==> src/rtl/result_serializer.sv <==
// Two-slot column buffer that serializes LayerNorm result columns onto a valid/ready word stream.
// Build option: define RESULT_SER_DROP_CNT_EN to add a saturating 8-bit drop_count output.
module result_serializer #(
    parameter int D_MODEL    = 64,
    parameter int DATA_WIDTH = 16
) (
    input  logic                          clk,
    input  logic                          rst_n,
    input  logic                          result_valid,
    input  logic [D_MODEL*DATA_WIDTH-1:0] result_in,
    output logic                          out_word_valid,
    output logic [DATA_WIDTH-1:0]         out_word,
    input  logic                          out_word_ready,
    output logic                          out_last,
    output logic [1:0]                    cols_pending,
    output logic                          overflow
`ifdef RESULT_SER_DROP_CNT_EN
    ,
    output logic [7:0]                    drop_count
`endif
);

    localparam int IDX_W = $clog2(D_MODEL);
    localparam logic [IDX_W-1:0] LAST_IDX = IDX_W'(D_MODEL - 1);

    typedef enum logic {IDLE, STREAM} state_t;

    state_t                                state;
    logic                                  wr_ptr;
    logic                                  rd_ptr;
    logic [IDX_W-1:0]                      word_idx;
    logic [D_MODEL-1:0][DATA_WIDTH-1:0]    slot [2];

    logic       xfer;
    logic       last_xfer;
    logic       capture;
    logic       drop;
    logic [1:0] pending_next;

    // A full buffer can still accept a column on the edge its final word leaves.
    always_comb begin
        xfer         = 1'b0;
        last_xfer    = 1'b0;
        capture      = 1'b0;
        drop         = 1'b0;
        pending_next = cols_pending;
        xfer         = out_word_valid && out_word_ready;
        last_xfer    = xfer && (word_idx == LAST_IDX);
        capture      = result_valid && ((cols_pending != 2'd2) || last_xfer);
        drop         = result_valid && !capture;
        pending_next = cols_pending + {1'b0, capture} - {1'b0, last_xfer};
    end

    assign out_word_valid = (state == STREAM);
    assign out_word       = out_word_valid ? slot[rd_ptr][word_idx] : '0;
    assign out_last       = out_word_valid && (word_idx == LAST_IDX);

    always_ff @(posedge clk) begin
        if (!rst_n) begin
            state        <= IDLE;
            wr_ptr       <= 1'b0;
            rd_ptr       <= 1'b0;
            word_idx     <= '0;
            cols_pending <= 2'd0;
            overflow     <= 1'b0;
        end else begin
            if (capture) begin
                wr_ptr <= ~wr_ptr;
            end
            if (xfer) begin
                if (word_idx == LAST_IDX) begin
                    word_idx <= '0;
                    rd_ptr   <= ~rd_ptr;
                end else begin
                    word_idx <= word_idx + 1'b1;
                end
            end
            cols_pending <= pending_next;
            state        <= (pending_next != 2'd0) ? STREAM : IDLE;
            overflow     <= drop;
        end
    end

    // Slot storage is deliberately left out of reset; the pointers alone define validity.
    always_ff @(posedge clk) begin
        if (capture) begin
            slot[wr_ptr] <= result_in;
        end
    end

`ifdef RESULT_SER_DROP_CNT_EN
    always_ff @(posedge clk) begin
        if (!rst_n) begin
            drop_count <= 8'd0;
        end else if (drop && (drop_count != 8'hFF)) begin
            drop_count <= drop_count + 8'd1;
        end
    end
`endif

endmodule

==> config.mk <==
export PLATFORM = sky130hd
export DESIGN_NAME = result_serializer
export DESIGN_NICKNAME = d
export VERILOG_FILES = /design/src/rtl/result_serializer.sv
export SDC_FILE = /design/constraint.sdc
export NUM_CORES = 2
export LEC_CHECK = 0
export CAP_MARGIN = 25
export CORE_MARGIN = 4
export CORE_UTILIZATION = 50
export CTS_CLUSTER_SIZE = 30
export DETAILED_ROUTE_END_ITERATION = 16
export GPL_TIMING_DRIVEN = 0
export HOLD_SLACK_MARGIN = 0.02
export PLACE_DENSITY = 0.76
export SYNTH_ARGS = -nofsm -noshare
export SYNTH_HDL_FRONTEND = slang
export SYNTH_SLANG_ARGS = --single-unit
==> constraint.sdc <==
create_clock -name clk -period 112.2 [get_ports clk]
set_clock_uncertainty 0.2 [all_clocks]
set_input_delay 22.44 -clock clk [delete_from_list [all_inputs] [get_ports clk]]
set_output_delay 22.44 -clock clk [all_outputs]
set_load 0.005 [all_outputs]
# ---- Word level (Yosys, flattened, before mapping)
# Memory sizes are Yosys's and may differ from the RTL's. A register that Yosys moved wholly into a read port is not among the register bits.
# Index checks and enable logic that the tools add are counted.
dict set report classes {
  reduce_logical 9
  n_bitwise 2
  n_mux 9
  n_lt_le_gt_ge 1
  addsub 3
  n_eq_ne 2
}
# cell n
set ops {}
lappend ops {{binary-select mux 16 bit (select 6 bit)} 1}
lappend ops {{2-to-1 mux 16 bit} 2}
lappend ops {{< comparator 6 x 7 -> 1 bit (second input constant)} 1}
lappend ops {{adder 6 x 1 -> 6 bit (second input constant)} 1}
lappend ops {{== test 6 bit (second input constant)} 1}
lappend ops {{2-to-1 mux 6 bit} 1}
lappend ops {{logical AND 1 bit} 5}
lappend ops {{2-to-1 mux 1 bit} 5}
lappend ops {{adder 2 x 1 -> 2 bit} 1}
lappend ops {{inequality test 2 bit (second input constant)} 1}
lappend ops {{inverter 1 bit} 2}
lappend ops {{AND reduction 2 bit} 1}
lappend ops {{nonzero test 2 bit} 1}
lappend ops {{subtractor 2 x 1 -> 2 bit} 1}
lappend ops {{logical NOT 1 bit} 1}
lappend ops {{logical OR 1 bit} 1}
dict set report word_totals {
  mem_count 1
  mem_bits_rw 2048
  reg_bits 12
  wordCells 33
}
# memory words word_bits read_ports rd_clocked_by_memory_dff wr line_no
set mem_list {}
lappend mem_list {slot 2 1024 1 1 1 32} ;# logic [D_MODEL-1:0][DATA_WIDTH-1:0] slot [2];

# ---- Depth between registers and ports, before layout
dict set report logic_depth {
  depth_word 8
  mapped_depth 12
  ltp_nobuf 11
}

# ---- Worst setup path after synthesis
# OpenSTA, ideal clock, no wires.
dict set report synth_path {
  path_kind {input to register}
  startpoint {input out_word_ready}
  endpoint {register wr_ptr}
  path_stages 5
  t_arrival_ps 68246
  path_slack_ps 43556
  path_cell_list {nand2_1 nor3_1 o21ai_0 nor2_1 o21a_1}
}
dict set report synth_between {
  elab_chain_len 4
}
# item line_no
set synth_lines {}
lappend synth_lines {{start, declared} 13} ;# input logic out_word_ready,
lappend synth_lines {{logical AND 1 bit} 47} ;# xfer = out_word_valid && out_word_ready;
lappend synth_lines {{logical AND 1 bit} 48} ;# last_xfer = xfer && (word_idx == LAST_IDX);
lappend synth_lines {{net last_xfer} 35} ;# logic last_xfer;
lappend synth_lines {{logical OR 1 bit} 49} ;# capture = result_valid && ((cols_pending != 2'd2) || last_xfer);
lappend synth_lines {{logical AND 1 bit} 49}
lappend synth_lines {{end signal, assigned} 68} ;# wr_ptr <= ~wr_ptr;
lappend synth_lines {{end, declared} 29} ;# logic wr_ptr;
# The timed path passes the listed nets, and every way through them passes these cells.
# A chain may end at the register's enable or synchronous reset.

# ---- Worst setup path in the final report
dict set report layout_path {
  startpoint {register word_idx[0]}
  endpoint {output out_word[5]}
}
dict set report layout_between {
  elab_chain_len 3
}
# item line_no
set layout_lines {}
lappend layout_lines {{start, declared} 31} ;# logic [IDX_W-1:0] word_idx;
lappend layout_lines {{start signal, assigned} 75} ;# word_idx <= word_idx + 1'b1;
lappend layout_lines {{binary-select mux 16 bit (select 6 bit)} 55} ;# assign out_word = out_word_valid ? slot[rd_ptr][word_idx] : '0;
lappend layout_lines {{2-to-1 mux 16 bit (implied by the code)} 55}
lappend layout_lines {{2-to-1 mux 16 bit} 55}
lappend layout_lines {{end, declared} 12} ;# output logic [DATA_WIDTH-1:0] out_word,
# Every way passes these cells. The select of a mux whose other input is x is not followed.

==> out/metrics.yaml <==
grt:
  grt_usage: 0.3629
  antenna_found_initial: 179
  grt_pass1_wl_um: 391400
  grt_pass1_vias: 45990
  grt-ovfl-total: 0
  grt_start_max_net_pins: 35
placed_design:
  port_buffers: 1048
  dpl_worst_slack_ns: 84.45
  post-dp-hpwl_um: 229700
  dpl-instance-area_sq_um: 94560
  place_congestion: 0.9211
  dp.cells: 6750
clock_network:
  clk_latency_ns: 0.83
  cts-root-buf: "clkbuf_16"
  clkSlewWorstSetupHoldPaths_ns: 0.06
  cts_hold_buf: 0
  cts_inserted_buffers: 203
  clock_path_buffers: 3
  clock_sinks: 2061
  cts_resized: 0
  htreeDepth: 4
  cts_tree: "yes"
  post_cts_buffers: 0
sta:
  slew_violations: 0
  setup_tns_ns: 0
  worstMarginPinSlew_ns: 1.156
  slew_headroom: 0.2290
  hold_violations: 0
  worst_slack_ns: 83.39
  fmax_mhz: 34.71
  setup_viol: 0
  layout_min_cycle_time_ns: 28.81
  hold_ws_ns: 0.3175
  grt_setup_unrepaired: "no"
  period_share: 0.2568
synth:
  yosysWarnings: 0
  ys_ff_latch: 2061
  synth_edf_count: 2048
  synth_fa_ha_area_frac: 0.0004729
  postSynthAreaPerCell_sq_um: 22.46
  synth_xor_area_frac: 0.0006621
  ys_types: 72
  synth-compound-area-share: 0.03389
  synth_area_leaders: "edfxtp_1, mux4_2, mux2i_1"
  synth-simple-area-share: 0.01512
  ys_async_sr_fraction: 0
  syn_area_sq_um: 79370
  ys.flop_type: "edfxtp_1"
  seq_area_frac_synth: 0.7782
  synth_top_family_by_area: "multiplexers"
  yosysTopAreaCellShare: 0.7749
  synth_mux_area_frac: 0.1520
  syn_nets: 4564
  yosysTopAreaCell: "edfxtp_1"
  syn_inst: 3533
run_status:
  outcome: "finished, final reports clean"
detailed_routing:
  dr.pass1.iters: 7
  drc_errors: 0
  vias_per_cell: 6.349
  drt_iter0_drc: 7550
  wirelength_um: 303600
  ant_nets: 0
  post_drt_wl_per_cell_um: 41.54
  vias: 46400
cells_and_area:
  syn_to_final_growth_pct: 27.83
  final_cell_mix: "edfxtp_1, clkdlybuf4s50_1, mux4_2, clkbuf_16, mux2i_1"
  nets: 5928
  final_area_sq_um: 101500
  fin_util: 0.6465
  final_cells: 7308
  final_common_cell: "edfxtp_1"
  drive_gt1_frac: 0.1877
floorplanning:
  die_h_um: 406.4
  die_w_um: 406.4
  io_pins: 1049
  dieArea_sq_um: 165200
  rows: 145
  design.core.area_sq_um: 156900
  initial_utilization: 0.5057
setup_path:
  cp_top_family: "buffers and inverters"
  crit_path_start_kind: "flop"
  reg2reg_from: "word_idx[2]"
  path_buf_inv: 5
  cp_slowest_cell: "a311oi_2"
  path_class: "reg -> out"
  critical_path.max_fanout: 10
  arrival_ns: 6.17
  critPathRequiredTime_ns: 89.56
  r2r-end: "slot[0][849]"
  worstPathCellList: "and2_1 -> clkbuf_1 -> clkbuf_1 -> buf_6 -> clkbuf_1 -> a21oi_1 -> a311oi_2 -> o311ai_1 -> nor3b_1 -> clkdlybuf4s50_1"
  crit_start: "word_idx[0]"
  r2r_cells: 13
  r2r_slack_ns: 106.51
  critPathMaxStageDelay_ns: 0.95
  worst-path-stages: 10
  critPathMostFrequentCell: "clkbuf_1"
  cp-endpoint: "out_word[5]"
  cp-end-kind: "output port"
pwr:
  peakVddDrop_mv: 0.01547
  p_leak_nw: 32.44
  finalPower_mw: 1.763
  p_per_area_nw_per_um2: 17.38
flow_run:
  maxCapViolCount: 0
worst_hold_path:
  min_path_cells: 2
  hold_path.class: "reg -> reg"
-- where the power goes --
group | total, mW | leakage, nW | internal, mW | switching, mW
clock | 0.664 | 3.14 | 0.369 | 0.295
sequential | 0.919 | 19.3 | 0.907 | 0.0125
combinational | 0.180 | 10.0 | 0.0800 | 0.0998
-- cells by family after synthesis --
family                   Yosys count
multiplexers                     630
adder cells (fa/ha/maj)            3
XOR/XNOR                           6
AO/OA/AOI/OAI                    370
AND/OR/NAND/NOR                  253
flip-flops                      2061
buffers and inverters            210
-- cell usage after synthesis, types with 11 or more instances --
cell,instances
a31oi_1,21
nor4_1,12
buf_8,26
and2_1,11
buf_4,13
a221o_1,14
mux2i_1,179
buf_2,43
buf_6,21
buf_12,13
nand3_1,24
a221oi_1,51
a22o_1,11
nand2_1,80
nor3_1,31
o21ai_1,11
nor2_1,51
mux4_1,46
clkbuf_1,76
a311oi_1,12
edfxtp_1,2048
a21oi_1,58
nor2b_1,12
a22oi_1,74
mux4_2,400
o21ai_0,37
dfxtp_1,13
-- cell type report --
class	instances	area (sq um)
Sequential cell	2061	61760
Buffer	203	1560
Clock buffer	264	5413
Fill cell	10360	55480
Inverter	7	26.28
Multi-Input combinational cell	1262	16090
Tap cell	2058	2575
Antenna cell	173	432.9
Timing Repair Buffer	1159	12550
Clock inverter	121	1049
-- layer usage --
layer  global-route usage  routed length [um]  vias up
li1                     -                   -    18170
met1               0.4354              100100    23790
met2               0.5720              144600     3565
met3               0.1329               39400      798
met4               0.2034               19010       66
met5                    0                 458        -
-- worst register-to-register path, delay by kind of cell (launching register included) --
kind,cells,cell delay [ns]
and+or+nand+nor,3,1.66
buffers and inverters,9,2.42
AOI/OAI and AO/OA,1,0.54
DFF,1,0.58
-- flip-flops by register name, summed over array words and instances (netlist names), named ones only --
register	count
cols_pending	2
out_word_valid	1
overflow	1
rd_ptr	1
slot	2048
word_idx	6
wr_ptr	1
-- worst min-delay path by stage --
stage                          from        to  slack [ns]
floorplan           cols_pending[1]  overflow        0.29
CTS                 cols_pending[1]  overflow        0.32
global route        cols_pending[1]  overflow        0.34
global placement    cols_pending[1]  overflow        0.31
finish              cols_pending[1]  overflow        0.32
detailed placement  cols_pending[1]  overflow        0.31
Power figures use the tool's default switching activity.
